$ cat config.mk
export PLATFORM = sky130hd
export DESIGN_NAME = ssd1306_frame_streamer
export DESIGN_NICKNAME = d
export VERILOG_FILES = /design/src/rtl/ssd1306_pkg.sv /design/src/rtl/spi_byte_tx.sv /design/src/rtl/ssd1306_frame_streamer.sv
export SDC_FILE = /design/constraint.sdc
export NUM_CORES = 1
export LEC_CHECK = 0
export BUFFER_PORTS_ARGS = -buffer_cell sky130_fd_sc_hd__buf_2
export CORE_UTILIZATION = 60
export DETAILED_ROUTE_END_ITERATION = 10
export HOLD_SLACK_MARGIN = 0.02
export PLACE_DENSITY = 0.76
export SYNTH_ARGS = -nofsm -noshare
export SYNTH_HDL_FRONTEND = slang
export SYNTH_HIERARCHICAL = 1
export SYNTH_SLANG_ARGS = --single-unit
$ cat constraint.sdc
create_clock -name clk -period 3.1 [get_ports clk]
set_input_delay 0.465 -clock clk [delete_from_list [all_inputs] [get_ports clk]]
set_output_delay 0.465 -clock clk [all_outputs]
set_load 0.03 [all_outputs]
$ cat src/rtl/ssd1306_pkg.sv
// Shared types and constants for the SSD1306 frame streamer: FSM states, the
// init command list ROM and the address-window command bytes.
package ssd1306_pkg;

  typedef enum logic [2:0] {
    ST_POWER,
    ST_INIT,
    ST_IDLE,
    ST_CMD,
    ST_WIN,
    ST_FETCH,
    ST_SEND
  } state_t;

  typedef enum logic [1:0] {
    TX_IDLE,
    TX_LOAD,
    TX_SHIFT
  } tx_state_t;

  localparam int INIT_LEN = 25;
  localparam int WIN_LEN  = 6;

  localparam logic [7:0] CMD_COL_ADDR  = 8'h21;
  localparam logic [7:0] CMD_PAGE_ADDR = 8'h22;

  // Display off, clocking, geometry, charge pump, horizontal addressing, display on.
  function automatic logic [7:0] init_byte(input int idx, input int pages);
    case (idx)
      0:       return 8'hAE;
      1:       return 8'hD5;
      2:       return 8'h80;
      3:       return 8'hA8;
      4:       return 8'(pages * 8 - 1);
      5:       return 8'hD3;
      6:       return 8'h00;
      7:       return 8'h40;
      8:       return 8'h8D;
      9:       return 8'h14;
      10:      return 8'h20;
      11:      return 8'h00;
      12:      return 8'hA1;
      13:      return 8'hC8;
      14:      return 8'hDA;
      15:      return (pages > 4) ? 8'h12 : 8'h02;
      16:      return 8'h81;
      17:      return 8'hCF;
      18:      return 8'hD9;
      19:      return 8'hF1;
      20:      return 8'hDB;
      21:      return 8'h40;
      22:      return 8'hA4;
      23:      return 8'hA6;
      24:      return 8'hAF;
      default: return 8'hE3;
    endcase
  endfunction

  function automatic logic [7:0] win_byte(input int idx, input int cols, input int pages);
    case (idx)
      0:       return CMD_COL_ADDR;
      1:       return 8'h00;
      2:       return 8'(cols - 1);
      3:       return CMD_PAGE_ADDR;
      4:       return 8'h00;
      default: return 8'(pages - 1);
    endcase
  endfunction

endpackage

$ cat src/rtl/spi_byte_tx.sv
// Single-byte SPI mode-3 transmitter: cs-low load cycle, then 8 MSB-first bits.
// done fires in the last shift cycle so the next start lands in the cs-high gap.
module spi_byte_tx
  import ssd1306_pkg::*;
#(
  parameter int CLK_DIV = 1
) (
  input  logic       clk,
  input  logic       rst,
  input  logic       start,
  input  logic [7:0] byte_in,
  input  logic       dc,
  output logic       done,
  output logic       io_sclk,
  output logic       io_sdin,
  output logic       io_cs,
  output logic       io_dc
);

  localparam int DIV_W = $clog2(CLK_DIV) + 1;
  localparam logic [DIV_W-1:0] DIV_LAST = DIV_W'(CLK_DIV - 1);

  tx_state_t        st;
  logic [DIV_W-1:0] div;
  logic [2:0]       bit_cnt;
  logic [7:0]       shreg;

  assign done = (st == TX_SHIFT) && io_sclk && (div == DIV_LAST) && (bit_cnt == 3'd7);

  always_ff @(posedge clk) begin
    if (rst) begin
      st      <= TX_IDLE;
      div     <= '0;
      bit_cnt <= '0;
      shreg   <= '0;
      io_sclk <= 1'b1;
      io_sdin <= 1'b0;
      io_cs   <= 1'b1;
      io_dc   <= 1'b1;
    end else begin
      case (st)
        TX_IDLE: begin
          if (start) begin
            shreg <= byte_in;
            io_dc <= dc;
            io_cs <= 1'b0;
            st    <= TX_LOAD;
          end
        end
        TX_LOAD: begin
          io_sclk <= 1'b0;
          io_sdin <= shreg[7];
          shreg   <= {shreg[6:0], 1'b0};
          div     <= '0;
          bit_cnt <= '0;
          st      <= TX_SHIFT;
        end
        TX_SHIFT: begin
          if (div != DIV_LAST) begin
            div <= div + DIV_W'(1);
          end else begin
            div <= '0;
            if (!io_sclk) begin
              io_sclk <= 1'b1;
            end else if (bit_cnt == 3'd7) begin
              // sclk stays high; cs rises for the inter-byte gap
              io_cs <= 1'b1;
              st    <= TX_IDLE;
            end else begin
              io_sclk <= 1'b0;
              io_sdin <= shreg[7];
              shreg   <= {shreg[6:0], 1'b0};
              bit_cnt <= bit_cnt + 3'd1;
            end
          end
        end
        default: st <= TX_IDLE;
      endcase
    end
  end

endmodule

$ cat src/rtl/ssd1306_frame_streamer.sv
// SSD1306 sequencer. States: POWER pin sequence | INIT init list | IDLE wait |
// CMD user byte | WIN address window | FETCH/SEND framebuffer bytes.
module ssd1306_frame_streamer
  import ssd1306_pkg::*;
#(
  parameter  int STARTUP_WAIT = 10_000_000,
  parameter  int CLK_DIV      = 1,
  parameter  int COLS         = 128,
  parameter  int PAGES        = 8,
  localparam int NBYTES       = COLS * PAGES,
  localparam int ADDR_W       = (NBYTES > 1) ? $clog2(NBYTES) : 1
) (
  input  logic              clk,
  input  logic              rst,
  input  logic              frame_start,
  output logic              frame_done,
  output logic              busy,
  input  logic              cmd_valid,
  output logic              cmd_ready,
  input  logic [7:0]        cmd_data,
  output logic              fb_rd_en,
  output logic [ADDR_W-1:0] fb_addr,
  input  logic [7:0]        fb_data,
  output logic              io_sclk,
  output logic              io_sdin,
  output logic              io_cs,
  output logic              io_dc,
  output logic              io_reset
);

  localparam int PWR_W = $clog2(3 * STARTUP_WAIT + 1);
  localparam logic [PWR_W-1:0]  PWR_LAST  = PWR_W'(3 * STARTUP_WAIT - 1);
  localparam logic [PWR_W-1:0]  RST_LO    = PWR_W'(STARTUP_WAIT);
  localparam logic [PWR_W-1:0]  RST_HI    = PWR_W'(2 * STARTUP_WAIT);
  localparam logic [ADDR_W-1:0] ADDR_LAST = ADDR_W'(NBYTES - 1);

  state_t           state;
  logic [PWR_W-1:0] pwr_cnt;
  logic [PWR_W-1:0] pwr_nxt;
  logic [4:0]       idx;
  logic             pending;
  logic             start;
  logic [7:0]       tx_byte;
  logic             tx_dc;
  logic             use_fb;
  logic             tx_done;
  logic [7:0]       tx_byte_in;

  assign pwr_nxt    = pwr_cnt + PWR_W'(1);
  // Data bytes are handed to the transmitter straight from the RAM read port.
  assign tx_byte_in = use_fb ? fb_data : tx_byte;

  always_ff @(posedge clk) begin
    if (rst) begin
      state      <= ST_POWER;
      pwr_cnt    <= '0;
      idx        <= '0;
      fb_addr    <= '0;
      pending    <= 1'b0;
      start      <= 1'b0;
      tx_byte    <= '0;
      tx_dc      <= 1'b0;
      use_fb     <= 1'b0;
      busy       <= 1'b1;
      cmd_ready  <= 1'b0;
      frame_done <= 1'b0;
      fb_rd_en   <= 1'b0;
      io_reset   <= 1'b1;
    end else begin
      start      <= 1'b0;
      frame_done <= 1'b0;
      fb_rd_en   <= 1'b0;
      case (state)
        ST_POWER: begin
          pwr_cnt  <= pwr_nxt;
          io_reset <= !((pwr_nxt >= RST_LO) && (pwr_nxt < RST_HI));
          if (pwr_cnt == PWR_LAST) begin
            state   <= ST_INIT;
            idx     <= '0;
            tx_byte <= init_byte(0, PAGES);
            tx_dc   <= 1'b0;
            start   <= 1'b1;
          end
        end
        ST_INIT: begin
          if (tx_done) begin
            if (int'(idx) == INIT_LEN - 1) begin
              state     <= ST_IDLE;
              busy      <= 1'b0;
              cmd_ready <= 1'b1;
            end else begin
              idx     <= idx + 5'd1;
              tx_byte <= init_byte(int'(idx) + 1, PAGES);
              start   <= 1'b1;
            end
          end
        end
        ST_IDLE: begin
          if (cmd_valid) begin
            state     <= ST_CMD;
            tx_byte   <= cmd_data;
            tx_dc     <= 1'b0;
            use_fb    <= 1'b0;
            start     <= 1'b1;
            busy      <= 1'b1;
            cmd_ready <= 1'b0;
          end else if (pending) begin
            state     <= ST_WIN;
            pending   <= 1'b0;
            idx       <= '0;
            fb_addr   <= '0;
            tx_byte   <= win_byte(0, COLS, PAGES);
            tx_dc     <= 1'b0;
            use_fb    <= 1'b0;
            start     <= 1'b1;
            busy      <= 1'b1;
            cmd_ready <= 1'b0;
          end
        end
        ST_CMD: begin
          if (tx_done) begin
            state     <= ST_IDLE;
            busy      <= 1'b0;
            cmd_ready <= 1'b1;
          end
        end
        ST_WIN: begin
          if (tx_done) begin
            if (int'(idx) == WIN_LEN - 1) begin
              state    <= ST_FETCH;
              fb_rd_en <= 1'b1;
              tx_dc    <= 1'b1;
            end else begin
              idx     <= idx + 5'd1;
              tx_byte <= win_byte(int'(idx) + 1, COLS, PAGES);
              start   <= 1'b1;
            end
          end
        end
        ST_FETCH: begin
          state  <= ST_SEND;
          use_fb <= 1'b1;
          start  <= 1'b1;
        end
        ST_SEND: begin
          if (tx_done) begin
            if (fb_addr == ADDR_LAST) begin
              state      <= ST_IDLE;
              frame_done <= 1'b1;
              fb_addr    <= '0;
              use_fb     <= 1'b0;
              busy       <= 1'b0;
              cmd_ready  <= 1'b1;
            end else begin
              state    <= ST_FETCH;
              fb_addr  <= fb_addr + ADDR_W'(1);
              fb_rd_en <= 1'b1;
            end
          end
        end
        default: state <= ST_POWER;
      endcase
      // Requests made during power-up or init are dropped; later ones merge.
      if (frame_start && (state != ST_POWER) && (state != ST_INIT)) pending <= 1'b1;
    end
  end

  spi_byte_tx #(.CLK_DIV(CLK_DIV)) u_tx (
    .clk     (clk),
    .rst     (rst),
    .start   (start),
    .byte_in (tx_byte_in),
    .dc      (tx_dc),
    .done    (tx_done),
    .io_sclk (io_sclk),
    .io_sdin (io_sdin),
    .io_cs   (io_cs),
    .io_dc   (io_dc)
  );

endmodule

==> flow_summary.html, run 1 <==
<table>
<tr><th>Metric</th><th>Value</th></tr>
<tr><th colspan="2">Drt</th></tr>
<tr><td>Total Routed Length</td><td>13.6 mm</td></tr>
<tr><td>DRC viols</td><td>0</td></tr>
<tr><td>DR vias/cell</td><td>6.36</td></tr>
<tr><td>Per-cell routed wire length</td><td>16.6 µm</td></tr>
<tr><td>Iter 0 DRT Violations</td><td>384</td></tr>
<tr><td>Number of vias after detailed routing</td><td>5199</td></tr>
<tr><td>First-pass iteration count of the detailed router</td><td>6</td></tr>
<tr><td>Post-detailed-route count of antenna-violating nets</td><td>0</td></tr>
<tr><th colspan="2">Timing</th></tr>
<tr><td>Total setup violations reported at the end of the flow</td><td>0</td></tr>
<tr><td>Final-report max-slew violation count</td><td>0</td></tr>
<tr><td>Unrepaired setup endpoints after global routing</td><td>no</td></tr>
<tr><td>Hold WS</td><td>0.391 ns</td></tr>
<tr><td>Final worst path period need</td><td>2.94 ns</td></tr>
<tr><td>Final cycle utilization of the critical path</td><td>95.0%</td></tr>
<tr><td>Headroom to the max-slew limit</td><td>28.3%</td></tr>
<tr><td>Hold Violations, Final</td><td>0</td></tr>
<tr><td>Slew at the pin closest to its max-slew limit</td><td>1.08 ns</td></tr>
<tr><td>Post-route clock skew</td><td>0.0179 ns</td></tr>
<tr><td>TNS Setup</td><td>0 ns</td></tr>
<tr><td>Top achievable clock speed</td><td>340 MHz</td></tr>
<tr><th colspan="2">Die</th></tr>
<tr><td>Total Die Area</td><td>9380 µm²</td></tr>
<tr><td>Floorplan die height</td><td>96.9 µm</td></tr>
<tr><td>Core region area</td><td>8720 µm²</td></tr>
<tr><td>Row cnt</td><td>34</td></tr>
<tr><td>Floorplan die width</td><td>96.9 µm</td></tr>
<tr><td>Initial Util</td><td>61.9%</td></tr>
<tr><td>IO Count</td><td>39</td></tr>
<tr><th colspan="2">Placed design</th></tr>
<tr><td>Placed cell count</td><td>803</td></tr>
<tr><td>Count of buffers from port buffering</td><td>38</td></tr>
<tr><td>Placement Cell Area</td><td>5650 µm²</td></tr>
<tr><td>RD Place Congestion</td><td>1.02</td></tr>
<tr><td>Detail Placement HPWL</td><td>9.78 mm</td></tr>
<tr><th colspan="2">Layout</th></tr>
<tr><td>Total inserted antenna cells</td><td>0</td></tr>
<tr><td>Final-layout fill cell count</td><td>763</td></tr>
<tr><td>Fraction of final layout cells sized beyond drive strength 1</td><td>15.2%</td></tr>
<tr><td>Synthesis-to-layout area growth</td><td>7.83%</td></tr>
<tr><td>Non-filler cells in the finished layout</td><td>818</td></tr>
<tr><td>Final instance area</td><td>5820 µm²</td></tr>
<tr><td>Post-layout net count</td><td>741</td></tr>
<tr><th colspan="2">Synth</th></tr>
<tr><td>Most area-consuming cells after synthesis</td><td>dfxtp_1 (29%), nor2_1 (5.3%), nand2_1 (4.2%)</td></tr>
<tr><td>Number of synthesized flops with an enable pin</td><td>0</td></tr>
<tr><td>Sequential area share after synthesis</td><td>28.6%</td></tr>
<tr><td>Number of synthesis warnings</td><td>6</td></tr>
<tr><td>Synthesized netlist cell count</td><td>693</td></tr>
<tr><td>Cell types with the highest counts after synthesis</td><td>dfxtp_1 (77), nor2_1 (76), nand2_1 (60)</td></tr>
<tr><td>Main combinational cell family by area after synthesis</td><td>simple AND/OR/NAND/NOR gates</td></tr>
<tr><td>Ys flop type</td><td>dfxtp_1</td></tr>
<tr><td>Post-synthesis sequential element count</td><td>77</td></tr>
<tr><td>Netlist cell types</td><td>80</td></tr>
<tr><td>Post-synthesis xor/xnor area fraction</td><td>6.81%</td></tr>
<tr><td>Mux cell area share after synthesis</td><td>5.82%</td></tr>
<tr><td>Adder and majority gate portion of the synthesized area</td><td>3.66%</td></tr>
<tr><td>Synth top area share</td><td>28.6%</td></tr>
<tr><td>Mean instance size in the synthesized netlist</td><td>7.79 µm²</td></tr>
<tr><td>Most frequent cell after synthesis</td><td>dfxtp_1</td></tr>
<tr><td>FFs w/ async S/R, synth</td><td>0%</td></tr>
<tr><td>Post-synthesis net count</td><td>728</td></tr>
<tr><td>Synth Cell Area</td><td>5400 µm²</td></tr>
<tr><td>Cell type contributing the most total cell area after synthesis</td><td>dfxtp_1</td></tr>
<tr><td>Area share of and/or/nand/nor cells after synthesis</td><td>31.0%</td></tr>
<tr><td>Fraction of the mapped netlist area in compound gates</td><td>18.7%</td></tr>
<tr><th colspan="2">Critical path</th></tr>
<tr><td>CP max FO</td><td>13</td></tr>
<tr><td>Launch point of the worst reg-to-reg path</td><td>pwr_cnt[0]$_SDFFE_PP0P_</td></tr>
<tr><td>Ordered cell list for the critical path</td><td>ha_1 -&gt; nand4_2 -&gt; buf_4 -&gt; a2111oi_0 -&gt; a311oi_1 -&gt; a2111oi_2 -&gt; o211ai_1 -&gt; a311o_1 -&gt; a41oi_2 -&gt; o311ai_1</td></tr>
<tr><td>Reg-to-Reg End</td><td>io_reset$_SDFFE_PP1P_</td></tr>
<tr><td>Critical path start-end classification</td><td>reg -&gt; reg</td></tr>
<tr><td>Worst r2r path cells</td><td>10</td></tr>
<tr><td>Critical Path End Type</td><td>register</td></tr>
<tr><td>Start point of the critical path</td><td>pwr_cnt[0]$_SDFFE_PP0P_</td></tr>
<tr><td>CP max-delay cell</td><td>a2111oi_0</td></tr>
<tr><td>Setup slack, reg-to-reg</td><td>0.16 ns</td></tr>
<tr><td>Delay of the slowest cell on the worst path</td><td>0.48 ns</td></tr>
<tr><td>Data arrival time of the worst path</td><td>3.15 ns</td></tr>
<tr><td>Startpoint type of the worst setup path</td><td>register</td></tr>
<tr><td>Required time reported for the critical path endpoint</td><td>3.31 ns</td></tr>
<tr><td>Critical path destination</td><td>io_reset$_SDFFE_PP1P_</td></tr>
<tr><th colspan="2">CTS</th></tr>
<tr><td>Worst-skew pair later-pin latency</td><td>0.36 ns</td></tr>
<tr><td>Post-CTS setup buffer count</td><td>0</td></tr>
<tr><td>Maximum count of clock buffers along a single path</td><td>2</td></tr>
<tr><td># H-tree levels</td><td>3</td></tr>
<tr><td>Clock tree from TritonCTS</td><td>done</td></tr>
<tr><td>Post-cts repair resize count</td><td>0</td></tr>
<tr><td>Number of hold-repair buffers added at the cts stage</td><td>0</td></tr>
<tr><td>TritonCTS sink count</td><td>77</td></tr>
<tr><td>Number of buffers created by CTS</td><td>9</td></tr>
<tr><td>Clock-pin slew on the worst setup and hold paths</td><td>0.09 ns</td></tr>
<tr><td>Clock tree root buffer cell</td><td>clkbuf_8</td></tr>
<tr><th colspan="2">Power and ir drop</th></tr>
<tr><td>Standby leakage power</td><td>2.18 nW</td></tr>
<tr><td>Largest vdd supply drop</td><td>0.000220 V</td></tr>
<tr><td>Pwr dens</td><td>389 nW/µm²</td></tr>
<tr><td>Power consumption</td><td>2.27 mW</td></tr>
<tr><th colspan="2">GRT</th></tr>
<tr><td>Largest net degree at the start of global routing</td><td>64</td></tr>
<tr><td>First-pass GRT wire length</td><td>23.3 mm</td></tr>
<tr><td>Total global routing track utilization</td><td>29.9%</td></tr>
<tr><td>Vias in the first global route</td><td>4928</td></tr>
<tr><td>Antenna violations before repair</td><td>0</td></tr>
<tr><td>Global-route congestion overflow total</td><td>0</td></tr>
<tr><th colspan="2">Run</th></tr>
<tr><td>Max capacitance violation total</td><td>0</td></tr>
<tr><th colspan="2">Hold path</th></tr>
<tr><td>Min-delay src</td><td>frame_start</td></tr>
<tr><td>Worst hold path class</td><td>in -&gt; reg</td></tr>
<tr><th colspan="2">Run status</th></tr>
<tr><td>Outcome</td><td>finished, final reports clean</td></tr>
</table>
registers in the layout, summed over array words and instances, names as in the netlist:
signal,flops
pwr_cnt,25
fb_addr,10
tx_byte,8
u_tx/shreg,8
idx,5
state,3
u_tx/bit_cnt,3
u_tx/st,2
busy,1
cmd_ready,1
fb_rd_en,1
frame_done,1
io_reset,1
pending,1
start,1
tx_dc,1
u_tx/io_cs,1
u_tx/io_dc,1
u_tx/io_sclk,1
u_tx/io_sdin,1
use_fb,1
layer usage:
| metal | track usage [%] | wire length (µm) | up-vias |
|---|---|---|---|
| met5 | 0 | 0 | - |
| met4 | 10.9 | 272 | 0 |
| met3 | 3.83 | 792 | 30 |
| met2 | 51.6 | 6580 | 190 |
| met1 | 38.0 | 5930 | 2452 |
| li1 | - | - | 2527 |
how the worst min path moves through the flow:
stage,endpoint,slack (ns),depth (start not counted)
after floorplan,tx_byte[6]$_SDFFE_PP0P_,0.43,2
after detailed placement,busy$_SDFFE_PP1P_,0.47,1
after global routing,pending$_SDFFE_PP0P_,0.40,3
final,pending$_SDFFE_PP0P_,0.39,3
after global placement,cmd_ready$_SDFFE_PP0P_,0.45,2
after CTS,pending$_SDFFE_PP0P_,0.38,3
critical path: cells and delay by family, from the launching register on:
kind | cells | cell delay (ns)
and+or+nand+nor | 1 | 0.13
AOI/OAI and AO/OA | 7 | 1.79
buffers and inverters | 1 | 0.22
adders and majority gates | 1 | 0.21
DFF | 1 | 0.43
cell usage in the layout (no fill, tap or decap), drive strengths merged, types with 3 or more instances in the layout:
| cell type | instances |
|---|---|
| nand3b | 4 |
| and3 | 14 |
| a211oi | 9 |
| nand3 | 28 |
| xnor2 | 18 |
| o211ai | 4 |
| a31oi | 6 |
| and4 | 6 |
| a221oi | 7 |
| a311o | 4 |
| a21o | 5 |
| or3 | 10 |
| o21ai | 35 |
| and2 | 6 |
| clkinv | 3 |
| nor2 | 76 |
| nand4b | 3 |
| nand4 | 26 |
| o311ai | 6 |
| inv | 18 |
| a21boi | 3 |
| nor3 | 18 |
| mux2i | 19 |
| a41oi | 3 |
| mux2 | 9 |
| o22ai | 3 |
| clkbuf | 9 |
| nand2b | 26 |
| buf | 59 |
| nand2 | 60 |
| ha | 15 |
| or3b | 4 |
| a21oi | 33 |
| nor4 | 11 |
| dfxtp | 77 |
| nor2b | 11 |
| xor2 | 24 |
cell families (layout without fill, tap and decap cells):
kind of cell,Yosys count,count (layout)
buf+inv,74,91
fa+ha+maj,16,16
simple gates,310,310
compound gates,146,146
flops,77,77
mux,28,28
xor+xnor,42,42
layout make-up:
cell class	instances	area [µm²]	area share [%]
clock buffer	9	124	2.13
clock inverter	6	38.8	0.666
inverter	17	63.8	1.10
multi-input combinational	542	3570	61.3
sequential	77	1540	26.5
tap	108	135	2.32
timing repair buffer	59	348	5.97
report_power, final:
part / switching [mW] / internal [mW] / leakage [nW]
Sequential: 0.0446 / 1.03 / 0.622
Clock: 0.392 / 0.285 / 0.0813
Combinational: 0.303 / 0.210 / 1.48
Total: 0.739 / 1.53 / 2.18
through the flow:
stage / utilization [%] / worst slack, ns
finish: 66.8 / 0.156
global route: 66.8 / 0.00936
CTS: 66.7 / 0.134
detailed placement: 64.8 / 0.171
global placement: 64.8 / 0.290
floorplan: - / 0.401
No activity file was read; power rests on OpenSTA's default activity.
==> inputs of run 2 (changes only) <==
BUFFER_PORTS_ARGS = -buffer_cell sky130_fd_sc_hd__buf_4   (was -buffer_cell sky130_fd_sc_hd__buf_2)
==> flow_summary.html, run 2 (synthesized netlist as in run 1, its figures left out) <==
<table>
<tr><th>Metric</th><th>Value</th></tr>
<tr><th colspan="2">Run status</th></tr>
<tr><td>Outcome</td><td>finished, final reports clean</td></tr>
<tr><th colspan="2">CTS</th></tr>
<tr><td># H-tree levels</td><td>3 (unchanged)</td></tr>
<tr><td>Post-CTS setup buffer count</td><td>0 (unchanged)</td></tr>
<tr><td>Clock tree root buffer cell</td><td>clkbuf_8</td></tr>
<tr><td>Number of buffers created by CTS</td><td>9 (unchanged)</td></tr>
<tr><td>TritonCTS sink count</td><td>77 (unchanged)</td></tr>
<tr><td>Worst-skew pair later-pin latency</td><td>0.36 ns (about the same)</td></tr>
<tr><td>Clock-pin slew on the worst setup and hold paths</td><td>0.10 ns (about the same)</td></tr>
<tr><td>Clock tree from TritonCTS</td><td>done</td></tr>
<tr><td>Maximum count of clock buffers along a single path</td><td>2 (unchanged)</td></tr>
<tr><td>Number of hold-repair buffers added at the cts stage</td><td>0 (unchanged)</td></tr>
<tr><th colspan="2">Timing</th></tr>
<tr><td>Final worst path period need</td><td>2.91 ns (-0.0294 ns)</td></tr>
<tr><td>Final-report max-slew violation count</td><td>0 (unchanged)</td></tr>
<tr><td>Slew at the pin closest to its max-slew limit</td><td>0.989 ns (-0.0868 ns)</td></tr>
<tr><td>Unrepaired setup endpoints after global routing</td><td>no</td></tr>
<tr><td>Headroom to the max-slew limit</td><td>33.6% (+5.3 points)</td></tr>
<tr><td>Hold Violations, Final</td><td>0 (unchanged)</td></tr>
<tr><td>Top achievable clock speed</td><td>343 MHz (+1.0%)</td></tr>
<tr><td>TNS Setup</td><td>0 ns (unchanged)</td></tr>
<tr><td>Total setup violations reported at the end of the flow</td><td>0 (unchanged)</td></tr>
<tr><td>Final cycle utilization of the critical path</td><td>94.0% (-0.95 points)</td></tr>
<tr><td>Post-route clock skew</td><td>0.0146 ns (-0.00330 ns)</td></tr>
<tr><th colspan="2">Critical path</th></tr>
<tr><td>Ordered cell list for the critical path</td><td>ha_1 -&gt; and3_1 -&gt; nor2b_1 -&gt; a21oi_1 -&gt; o32a_1 -&gt; a221o_1 -&gt; a21o_1 -&gt; nand2b_1 -&gt; a211oi_1 -&gt; a211oi_1</td></tr>
<tr><td>Startpoint type of the worst setup path</td><td>register</td></tr>
<tr><td>Most common cell type on the critical path</td><td>a211oi_1</td></tr>
<tr><td>Required time reported for the critical path endpoint</td><td>3.31 ns (about the same)</td></tr>
<tr><td>Critical Path End Type</td><td>register</td></tr>
<tr><td>CP max-delay cell</td><td>dfxtp_1</td></tr>
<tr><td>Delay of the slowest cell on the worst path</td><td>0.45 ns (-0.03 ns)</td></tr>
<tr><td>Critical path start-end classification</td><td>reg -&gt; reg</td></tr>
<tr><td>Data arrival time of the worst path</td><td>3.12 ns (-0.03 ns)</td></tr>
<tr><td>CP max FO</td><td>8 (-5)</td></tr>
<tr><th colspan="2">Die</th></tr>
<tr><td>IO Count</td><td>39 (unchanged)</td></tr>
<tr><td>Core region area</td><td>8720 µm² (unchanged)</td></tr>
<tr><td>Total Die Area</td><td>9380 µm² (unchanged)</td></tr>
<tr><td>Row cnt</td><td>34 (unchanged)</td></tr>
<tr><td>Floorplan die height</td><td>96.9 µm (unchanged)</td></tr>
<tr><td>Initial Util</td><td>61.9% (unchanged)</td></tr>
<tr><td>Floorplan die width</td><td>96.9 µm (unchanged)</td></tr>
<tr><th colspan="2">Placed design</th></tr>
<tr><td>Detail Placement HPWL</td><td>9.62 mm (-1.7%)</td></tr>
<tr><td>Placed cell count</td><td>801 (-0.25%)</td></tr>
<tr><td>Count of buffers from port buffering</td><td>38 (unchanged)</td></tr>
<tr><td>RD Place Congestion</td><td>0.954 (-6.7%)</td></tr>
<tr><th colspan="2">Drt</th></tr>
<tr><td>Per-cell routed wire length</td><td>16.7 µm (+0.42%)</td></tr>
<tr><td>Number of vias after detailed routing</td><td>5182 (-0.33%)</td></tr>
<tr><td>DRC viols</td><td>0 (unchanged)</td></tr>
<tr><td>DR vias/cell</td><td>6.34 (-0.20%)</td></tr>
<tr><td>First-pass iteration count of the detailed router</td><td>5 (-1)</td></tr>
<tr><td>Post-detailed-route count of antenna-violating nets</td><td>0 (unchanged)</td></tr>
<tr><td>Iter 0 DRT Violations</td><td>340 (-11%)</td></tr>
<tr><td>Total Routed Length</td><td>13.6 mm (+0.30%)</td></tr>
<tr><th colspan="2">GRT</th></tr>
<tr><td>Global-route congestion overflow total</td><td>0 (unchanged)</td></tr>
<tr><td>Total global routing track utilization</td><td>29.0% (-0.84 points)</td></tr>
<tr><td>First-pass GRT wire length</td><td>22.6 mm (-3.0%)</td></tr>
<tr><td>Antenna violations before repair</td><td>0 (unchanged)</td></tr>
<tr><td>Largest net degree at the start of global routing</td><td>81 (+27%)</td></tr>
<tr><td>Vias in the first global route</td><td>4751 (-3.6%)</td></tr>
<tr><th colspan="2">Layout</th></tr>
<tr><td>Reg with most FFs</td><td>pwr_cnt</td></tr>
<tr><td>Most used cells in the layout excluding fill and tap cells</td><td>nor2_1 (76), dfxtp_1 (76), nand2_1 (60)</td></tr>
<tr><td>Final-layout fill cell count</td><td>769 (+0.79%)</td></tr>
<tr><td>Total inserted antenna cells</td><td>0 (unchanged)</td></tr>
<tr><td>Non-filler cells in the finished layout</td><td>817 (-0.12%)</td></tr>
<tr><td>Number of flip-flops in the largest register</td><td>25 (unchanged)</td></tr>
<tr><td>Synthesis-to-layout area growth</td><td>10.2%</td></tr>
<tr><td>Fraction of final layout cells sized beyond drive strength 1</td><td>15.1% (-0.12 points)</td></tr>
<tr><td>Biggest registers after layout</td><td>pwr_cnt: 25 flops, fb_addr: 10 flops</td></tr>
<tr><td>Post-layout net count</td><td>739 (-0.27%)</td></tr>
<tr><th colspan="2">Power and ir drop</th></tr>
<tr><td>Pwr dens</td><td>407 nW/µm² (+4.5%)</td></tr>
<tr><td>Standby leakage power</td><td>2.23 nW (+2.0%)</td></tr>
<tr><td>Largest vdd supply drop</td><td>0.000310 V (+41%)</td></tr>
<tr><th colspan="2">Run</th></tr>
<tr><td>Max capacitance violation total</td><td>0 (unchanged)</td></tr>
<tr><th colspan="2">Hold path</th></tr>
<tr><td>Worst hold path class</td><td>in -&gt; reg</td></tr>
</table>
run 2: routing by layer:
| layer | vias to the layer above | routed length [µm] | global-route usage (%) |
|---|---|---|---|
| met5 | - | 0 | 0 |
| met4 | 0 | 347 | 9.87 |
| met3 | 40 | 786 | 5.35 |
| met2 | 203 | 6480 | 47.7 |
| met1 | 2416 | 6000 | 38.2 |
| li1 | 2523 | - | - |
run 2: power breakdown:
part           total (mW)  internal, mW  switching, mW
Combinational       0.517         0.221          0.296
Sequential           1.08          1.03         0.0469
Clock               0.825         0.394          0.431
Total                2.42          1.65          0.774
run 2: layout make-up:
cell class	count	area (µm²)	share of cell area, %
sequential	77	1540	25.9
clock inverter	7	87.6	1.47
clock buffer	9	124	2.08
tap	108	135	2.27
multi-input combinational	542	3570	60.0
inverter	17	63.8	1.07
timing repair buffer	57	428	7.19
run 2: what timing repair did:
item,in CTS,in global routing
setup endpoints to repair,0,1
endpoints found under the hold margin,0,0
resized for setup,0,2
run 2: path summary, 6_finish.rpt:
path | from | endpoint | slack [ns] | cells past startpoint
hold reg to reg | cmd_ready$_SDFFE_PP0P_ | cmd_ready$_SDFFE_PP0P_ | 0.48 | 2
setup reg to reg | u_tx/st[1]$_SDFFE_PP0P_ | tx_byte[3]$_SDFFE_PP0P_ | 0.19 | 10
setup / recovery | u_tx/st[1]$_SDFFE_PP0P_ | tx_byte[3]$_SDFFE_PP0P_ | 0.19 | 10
hold / removal | frame_start | pending$_SDFFE_PP0P_ | 0.40 | 3
run 2: per-stage QoR:
step                util (%)  worst slack [ns]  hold WS [ns]  total power [mW]  cell area (µm²)
floorplan                  -             0.401         0.434              1.48             5400
global placement        65.8             0.272         0.460              1.60             5730
detailed placement      65.8             0.168         0.466              1.61             5730
CTS                     68.2            0.0736         0.376              2.44             5950
global route            68.2            0.0150         0.425              2.53             5950
finish                  68.2             0.185         0.396              2.42             5950
run 2: worst max-delay path: cells and delay by family, from the launching register on:
family / cells / cell delay, ns
AO/OA/AOI/OAI: 6 / 1.11
flip-flops: 1 / 0.45
adder cells (fa/ha/maj): 1 / 0.37
AND/OR/NAND/NOR: 3 / 0.83
